==> src/rtl/alu_arbiter_pkg.sv <==
// Shared constants, opcodes and FSM state type for the two-requester ALU arbiter.
// Optional build macro: ALU_ARBITER_RR_EN (round-robin arbitration).
package alu_arbiter_pkg;

    localparam int W = 4;

    localparam logic [2:0] OP_ADD = 3'b000;
    localparam logic [2:0] OP_SUB = 3'b001;
    localparam logic [2:0] OP_NOT = 3'b010;
    localparam logic [2:0] OP_AND = 3'b011;
    localparam logic [2:0] OP_OR  = 3'b100;
    localparam logic [2:0] OP_XOR = 3'b101;
    localparam logic [2:0] OP_SLT = 3'b110;
    localparam logic [2:0] OP_EQ  = 3'b111;

    typedef enum logic [1:0] {
        IDLE = 2'b00,
        EXEC = 2'b01,
        RESP = 2'b10
    } state_t;

endpackage

==> src/rtl/alu_arbiter_core.sv <==
// Purely combinational 4-bit ALU: result, carry and signed overflow per opcode.
module alu4_core
    import alu_arbiter_pkg::*;
(
    input  logic [W-1:0] a,
    input  logic [W-1:0] b,
    input  logic [2:0]   op,
    output logic [W-1:0] res,
    output logic         car,
    output logic         of
);

    logic [W:0] sum;

    always_comb begin
        sum = '0;
        res = '0;
        car = 1'b0;
        of  = 1'b0;
        unique case (op)
            OP_ADD: begin
                sum = {1'b0, a} + {1'b0, b};
                res = sum[W-1:0];
                car = sum[W];
                of  = (a[W-1] == b[W-1]) && (sum[W-1] != a[W-1]);
            end
            OP_SUB: begin
                // Subtract as a + ~b + 1 so carry means "no borrow".
                sum = {1'b0, a} + {1'b0, ~b} + {{W{1'b0}}, 1'b1};
                res = sum[W-1:0];
                car = sum[W];
                of  = (a[W-1] != b[W-1]) && (sum[W-1] != a[W-1]);
            end
            OP_NOT: res = ~a;
            OP_AND: res = a & b;
            OP_OR:  res = a | b;
            OP_XOR: res = a ^ b;
            OP_SLT: res = {{(W-1){1'b0}}, ($signed(a) < $signed(b))};
            OP_EQ:  res = {{(W-1){1'b0}}, (a == b)};
            default: res = '0;
        endcase
    end

endmodule

==> src/rtl/alu_arbiter.sv <==
// Two-requester ALU front end: arbitrate in IDLE, compute in EXEC, hold result in RESP.
// Build macro ALU_ARBITER_RR_EN selects round-robin; default is fixed priority to requester 0.
module alu_arbiter #(
    parameter int W = alu_arbiter_pkg::W
) (
    input  logic         clk,
    input  logic         rst,
    input  logic [1:0]   req_valid,
    output logic [1:0]   req_ready,
    input  logic [W-1:0] a0,
    input  logic [W-1:0] b0,
    input  logic [2:0]   op0,
    input  logic [W-1:0] a1,
    input  logic [W-1:0] b1,
    input  logic [2:0]   op1,
    output logic         rsp_valid,
    input  logic         rsp_ready,
    output logic         rsp_id,
    output logic [W-1:0] rsp_res,
    output logic         rsp_car,
    output logic         rsp_of
);
    import alu_arbiter_pkg::*;

    state_t       state_q, state_d;
    logic         id_q, id_d;
    logic [W-1:0] a_q, a_d, b_q, b_d;
    logic [2:0]   op_q, op_d;
    logic         rsp_id_q, rsp_id_d;
    logic [W-1:0] rsp_res_q, rsp_res_d;
    logic         rsp_car_q, rsp_car_d;
    logic         rsp_of_q, rsp_of_d;
    logic         gnt;
    logic [W-1:0] alu_res;
    logic         alu_car, alu_of;

`ifdef ALU_ARBITER_RR_EN
    logic         last_grant_q, last_grant_d;
`endif

    alu4_core u_core (
        .a   (a_q),
        .b   (b_q),
        .op  (op_q),
        .res (alu_res),
        .car (alu_car),
        .of  (alu_of)
    );

    // A lone requester always wins; only contention consults the policy.
    always_comb begin
        gnt = req_valid[1] & ~req_valid[0];
        if (req_valid == 2'b11) begin
`ifdef ALU_ARBITER_RR_EN
            gnt = ~last_grant_q;
`else
            gnt = 1'b0;
`endif
        end
    end

    always_comb begin
        state_d   = state_q;
        id_d      = id_q;
        a_d       = a_q;
        b_d       = b_q;
        op_d      = op_q;
        rsp_id_d  = rsp_id_q;
        rsp_res_d = rsp_res_q;
        rsp_car_d = rsp_car_q;
        rsp_of_d  = rsp_of_q;
        req_ready = '0;
`ifdef ALU_ARBITER_RR_EN
        last_grant_d = last_grant_q;
`endif
        unique case (state_q)
            IDLE: begin
                if (|req_valid) begin
                    req_ready[gnt] = 1'b1;
                    id_d    = gnt;
                    a_d     = gnt ? a1 : a0;
                    b_d     = gnt ? b1 : b0;
                    op_d    = gnt ? op1 : op0;
                    state_d = EXEC;
`ifdef ALU_ARBITER_RR_EN
                    last_grant_d = gnt;
`endif
                end
            end
            EXEC: begin
                rsp_id_d  = id_q;
                rsp_res_d = alu_res;
                rsp_car_d = alu_car;
                rsp_of_d  = alu_of;
                state_d   = RESP;
            end
            RESP: begin
                if (rsp_ready) state_d = IDLE;
            end
            default: state_d = IDLE;
        endcase
        // Reset wins over a same-cycle grant so no handshake is observed.
        if (rst) req_ready = '0;
    end

    always_ff @(posedge clk) begin
        if (rst) begin
            state_q   <= IDLE;
            id_q      <= 1'b0;
            a_q       <= '0;
            b_q       <= '0;
            op_q      <= '0;
            rsp_id_q  <= 1'b0;
            rsp_res_q <= '0;
            rsp_car_q <= 1'b0;
            rsp_of_q  <= 1'b0;
`ifdef ALU_ARBITER_RR_EN
            last_grant_q <= 1'b1;
`endif
        end else begin
            state_q   <= state_d;
            id_q      <= id_d;
            a_q       <= a_d;
            b_q       <= b_d;
            op_q      <= op_d;
            rsp_id_q  <= rsp_id_d;
            rsp_res_q <= rsp_res_d;
            rsp_car_q <= rsp_car_d;
            rsp_of_q  <= rsp_of_d;
`ifdef ALU_ARBITER_RR_EN
            last_grant_q <= last_grant_d;
`endif
        end
    end

    assign rsp_valid = (state_q == RESP);
    assign rsp_id    = rsp_id_q;
    assign rsp_res   = rsp_res_q;
    assign rsp_car   = rsp_car_q;
    assign rsp_of    = rsp_of_q;

endmodule

==> config.mk <==
export PLATFORM = sky130hd
export DESIGN_NAME = alu_arbiter
export DESIGN_NICKNAME = d
export VERILOG_FILES = /design/src/rtl/alu_arbiter_pkg.sv /design/src/rtl/alu_arbiter_core.sv /design/src/rtl/alu_arbiter.sv
export SDC_FILE = /design/constraint.sdc
export NUM_CORES = 1
export LEC_CHECK = 0
export CAP_MARGIN = 20
export CORE_MARGIN = 2
export CORE_UTILIZATION = 25
export CTS_CLUSTER_DIAMETER = 60
export DETAILED_ROUTE_END_ITERATION = 7
export PLACE_DENSITY_LB_ADDON = 0.3
export SLEW_MARGIN = 20
export SYNTH_ARGS = -nofsm -noshare
export SYNTH_HDL_FRONTEND = slang
export SYNTH_SLANG_ARGS = --single-unit
==> constraint.sdc <==
create_clock -name clk -period 2.2 [get_ports clk]
set_input_delay 0.44 -clock clk [delete_from_list [all_inputs] [get_ports clk]]
set_output_delay 0.44 -clock clk [all_outputs]
set_load 0.005 [all_outputs]
After elaboration in Yosys (flattened, before gate mapping)
Index checks and enable logic that the tools add are counted.
{"block": "word_totals", "out_inout_bits": 10, "elab_cells": 62, "register_bits": 21}
{"block": "classes", "add_sub_neg": 3, "mux": 15, "order_cmp": 3, "bitwise": 7, "eq_ne": 17, "n_reduce_logical": 8}
{"cell": "$pmux W4 S8", "n": 1}
{"cell": "$eq A3 B3 Y1 const B", "n": 4}
{"cell": "$add A4 B4 Y5", "n": 2}
{"cell": "$mux W2", "n": 5}
{"cell": "$mux W4", "n": 2}
{"cell": "$not A4 Y4", "n": 2}
{"cell": "$eq A3 B2 Y1 const B", "n": 2}
{"cell": "$pmux W2 S3", "n": 1}
{"cell": "$add A5 B1 Y5 const B", "n": 1}
{"cell": "$and A4 B4 Y4", "n": 1}
{"cell": "$eq A2 B2 Y1 const B", "n": 2}
{"cell": "$eq A4 B4 Y1", "n": 1}
{"cell": "$lt A4 B4 Y1", "n": 1}
{"cell": "$or A4 B4 Y4", "n": 1}
{"cell": "$pmux W1 S2", "n": 2}
{"cell": "$reduce_and A2 Y1", "n": 2}
{"cell": "$xor A4 B4 Y4", "n": 1}
{"cell": "$eq A3 B1 Y1 const B", "n": 1}
{"cell": "$logic_and A1 B1 Y1", "n": 3}
{"cell": "$logic_not A3 Y1", "n": 1}
{"cell": "$mux W3", "n": 1}
{"cell": "$ne A1 B1 Y1", "n": 3}
{"cell": "$eq A2 B1 Y1 const B", "n": 1}
{"cell": "$logic_not A2 Y1", "n": 1}
{"cell": "10 further kinds", "n": 11}

Longest topological paths before layout
{"block": "logic_depth", "depth_word": 10, "ltp_mapped": 8}

Hierarchy
A second synthesis with hierarchy kept.
{"block": "hier_totals", "cells_unflattened": 192, "area_unflattened_um2": 1601.5}
{"module": "alu_arbiter", "instances": 1, "cells_per_inst": 101, "seq_area_each_um2": 420.4, "area_per_inst_um2": 950.9}
{"module": "alu4_core", "instances": 1, "cells_per_inst": 91, "seq_area_each_um2": 0.0, "area_per_inst_um2": 650.6}

Least setup slack after synthesis
No wires, ideal clock.
{"block": "synth_timing", "path_kind": "register to register", "start": "reg a_q[1]", "end": "reg rsp_of_q (netlist: rsp_of)", "path_slack_ns": 0.164, "stages_incl_launch_ff": 7, "synth_period_minus_slack_ns": 2.036, "arrival_ns": 1.967, "path_cell_list": "dfxtp_1 > inv_1 > ha_1 > nor3_1 > or4b_1 > mux4_2 > o21ai_1"}
{"block": "synth_between", "elab_chain_cells": 5, "word_cells_on_any_way": 8, "cone_classes": "add/sub (3); eq/ne (2); mux (1); reduce/logical (2)"}
{"item": "start, declared", "line": "alu_arbiter.sv:27", "text": "logic [W-1:0] a_q, a_d, b_q, b_d;"}
{"item": "start signal, assigned", "line": "alu_arbiter.sv:110", "text": "a_q <= '0;"}
{"item": "start signal, assigned", "line": "alu_arbiter.sv:123", "text": "a_q <= a_d;"}
{"item": "$add A4 B4 Y5", "line": "alu_arbiter_core.sv:29", "text": "sum = {1'b0, a} + {1'b0, ~b} + {{W{1'b0}}, 1'b1};"}
{"item": "$add A5 B1 Y5", "line": "alu_arbiter_core.sv:29"}
{"item": "$ne A1 B1 Y1", "line": "alu_arbiter_core.sv:32", "text": "of = (a[W-1] != b[W-1]) && (sum[W-1] != a[W-1]);"}
{"item": "$logic_and A1 B1 Y1", "line": "alu_arbiter_core.sv:32"}
{"item": "$pmux W1 S2 *", "line": "alu_arbiter_core.sv:20", "text": "unique case (op)"}
{"item": "end signal, assigned", "line": "alu_arbiter.sv:129", "text": "rsp_of_q <= rsp_of_d;"}
{"item": "end, declared", "line": "alu_arbiter.sv:32", "text": "logic rsp_of_q, rsp_of_d;"}
Mark *: on every way between the ends. The rest lies on a longest branch, timed or not.
A chain may end at the register's enable or synchronous reset.

Final worst setup path
{"block": "layout_timing", "start": "in req_valid[1]", "end": "out req_ready[1]"}
{"block": "layout_between", "elab_chain_cells": 9, "word_cells_on_any_way": 12, "cone_classes": "order compare (2); eq/ne (1); mux (6); bitwise (1); reduce/logical (2)"}
{"item": "start, declared", "line": "alu_arbiter.sv:8", "text": "input logic [1:0] req_valid,"}
{"item": "$eq A2 B2 Y1 / $and A1 B1 Y1 (equally long branches)", "line": "alu_arbiter.sv:53, alu_arbiter.sv:52"}
{"item": "$mux W1", "line": "alu_arbiter.sv:53", "text": "if (req_valid == 2'b11) begin"}
{"item": "$lt A1 B2 Y1 (implied by the code) / $ge A1 B1 Y1 (equally long branches)", "line": "alu_arbiter.sv:79", "text": "req_ready[gnt] = 1'b1;"}
{"item": "$logic_and A1 B1 Y1 (implied by the code)", "line": "alu_arbiter.sv:79"}
{"item": "$mux W1 (implied by the code)", "line": "alu_arbiter.sv:79"}
{"item": "$demux W1 S1", "line": "alu_arbiter.sv:79"}
{"item": "$mux W2 *", "line": "alu_arbiter.sv:78", "text": "if (|req_valid) begin"}
{"item": "$mux W2 *", "line": "alu_arbiter.sv:76", "text": "unique case (state_q)"}
{"item": "$mux W2 *", "line": "alu_arbiter.sv:103", "text": "if (rst) req_ready = '0;"}
{"item": "end, declared", "line": "alu_arbiter.sv:9", "text": "output logic [1:0] req_ready,"}
Marked as above.

==> results.md <==
* Outcome: finished clean
* Top cells by area, synth: dfxtp_1, ha_1, mux2i_1
* Slew @ Worst Pin at 0.638 ns
* Vias in the first global route at 1337
* PwrDens at 589 mW/mm^2
* Fmax achieved at 456 MHz
* # IOs at 37
* Count leader, synth: dfxtp_1
* Clock Tree Buf Depth at 2
* Final antenna diode count at 0
* Fin crit period at 2.19 ns
* CP Max Fanout at 2
* Cell Int Power at 0.808 mW
* Maximum vdd ir drop at 0.240 mV
* Synthesized flop and latch total at 21
* Detailed Routing Iterations Pass 1 at 3
* Setup Viol. Count Final at 0
* Routed via count at 1396
* Overflow after GRT at 0
* PostCTS Resize Cnt at 0
* Met2 Use GR at 18.6%
* Core area at 0.00596 mm^2
* Area Overhead vs Synth at 35.1%
* Gr busiest metal: met2
* Total power at 1.23 mW
* Clock share of power at 21.1%
* Clock buffer count from CTS at 3
* Layout cells sized above 1 at 11.0%
* I/O Buffers at 36
* Post-Syn Instances at 180
* Die Y at 82.7 um
* Die area at 0.00684 mm^2
* CTS Hold Buffers Added at 0
* Sequential power share at 38.6%
* Net Sw Frac at 34.4%
* Drt drc at 0
* # H-tree levels at 1
* Critical path data arrival time at 1.75 ns
* Initial core utilization at 26.0%
* Clk sinks at 21
* Final worst clock skew at 0.00723 ns
* Synth cell types at 51
* FF-to-FF setup slack at 0.15 ns
* Chip width at 82.7 um
* RSZ-0062 raised after global routing: yes
* Vias per inst at 4.76
* Final Hold Fails at 0
* Post-synthesis net count at 221
* Area of the multi-input gates at 0.00103 mm^2
* Post-Syn Area at 0.00155 mm^2
* Nets at 260
* CTS tree: yes
* # fillers at 648
* Top_reg_cell synth: dfxtp_1
* Net Switching at 0.424 mW
* Reg clk slew, reported paths at 0.08 ns
* Hold Crit Class: reg -> reg
* Req. time, crit path at 1.76 ns
* Initial antenna violation count at 0
* Root buf cell: clkbuf_8
* FP Rows at 28
* Pin count of the biggest net entering global routing at 24
* DRT iter0 DRCs at 44
* WHS at 0.488 ns
* Relative slew slack at 57.4%
* Pleak at 0.820 nW
* # Max-Cap Violations at 0
* Yosys warns at 0
* Total track usage at 11.3%
* DRT antenna net count at 0
* WL final at 3660 um
* Register area at 420 um^2
* Top cells by count, synth: dfxtp_1, nor2_1, a211oi_1
* First-pass GRT wire length at 5980 um
* Syn_area_per_cell at 8.60 um^2
* Top cell type's share of synthesized area at 27.2%
* Final Cycle Share at 99.8%
* CP Capture Type: output port
* Register area share after synthesis at 27.2%
* RD Place Congestion at 0.848
* Util after Layout at 35.1%
* Final max-slew violation count at 0
* Comb pwr share at 40.3%
* Clock latency on the worst-skew pair at 0.27 ns
* Grt met3 use at 2.17%
* Synth area leader: dfxtp_1
* WS Path Type: in -> out
* Hpwl dp at 2850 um
* Asr flop ratio synth at 0%
* DR WL/cell at 12.5 um
* Postcts setup bufs at 0
* CP startpoint kind: input pin
* Met1 GRT Util at 14.2%
* Number of flops mapped to enable cells by yosys at 0
-- sequential cells by signal (all words and copies together), names as in the netlist --
name and cells:
id_q 1, op_q 3, state_q 2, b_q 4
rsp_id 1, rsp_res 4, a_q 4, rsp_car 1
rsp_of 1
-- cell families after synthesis --
logic type | after synthesis | synth area share [%]
xor gates and xnor gates | 1 | 0.566
buffers and inverters | 28 | 7.36
muxes | 15 | 10.6
AOI/OAI and AO/OA | 53 | 24.5
adders and majority gates | 14 | 12.3
and+or+nand+nor | 48 | 17.5
DFF | 21 | 27.2
-- power by group through the flow --
| stage | sequential (mW) | clock, mW | combinational, mW |
|---|---|---|---|
| 2_1_floorplan | 0.460 | 0 | 0.336 |
| 3_5_place_dp | 0.484 | 0 | 0.494 |
| 5_1_grt | 0.485 | 0.282 | 0.558 |
| 6_report | 0.475 | 0.260 | 0.497 |
| 4_1_cts | 0.475 | 0.271 | 0.496 |
| 3_3_place_gp | 0.483 | 0 | 0.490 |
-- worst max-delay path, stage by stage --
cell and delay [ns]:
clkdlybuf4s50_1 0.49, nor2b_2 0.17, and3b_1 0.16, clkdlybuf4s50_1 0.49
-- routing by layer --
metal	part of all wire [%]	wire (um)
met2	46	1690
met4	2.6	96
met5	0	0
met1	48	1770
met3	2.9	107
-- path summary, 6_finish.rpt --
kind	depth (start not counted)	end	from
max	4	req_ready[1]	req_valid[1]
min	2	rsp_of	rsp_of
max reg2reg	6	rsp_of	b_q[2]
min reg2reg	2	rsp_of	rsp_of
-- cell type report --
class | instances | area share (%)
Clock inverter | 1 | 0.239
Tap cell | 75 | 4.49
Clock buffer | 3 | 1.97
Timing Repair Buffer | 48 | 21.5
Sequential cell | 21 | 20.1
Inverter | 14 | 2.51
Multi-Input combinational cell | 131 | 49.1
-- layout by cell type, fill, tap and decap left out, drive strengths merged, types with 2 or more instances in the layout --
master / n
nor2: 18
buf: 12
nor3b: 2
nand2b: 2
nand2: 3
clkbuf: 3
o31ai: 2
o21bai: 2
a21oi: 7
ha: 12
dfxtp: 21
clkdlybuf4s50: 36
nor4: 2
a21o: 2
o21ai: 8
nor2b: 7
a31oi: 2
mux2i: 13
nand3b: 4
inv: 14
a211oi: 15
fa: 2
o311ai: 2
-- per-stage QoR --
step	worst slack (ns)	area, um^2	TNS [ns]	instances
final	0.00505	2090	0	293
after global placement	0.00892	2030	0	289
after floorplan	0.164	1550	0	180
after global routing	-0.0402	2090	-0.0402	293
after detailed placement	0.00506	2030	0	289
after CTS	0.00503	2080	0	293
Power figures use the tool's default switching activity.
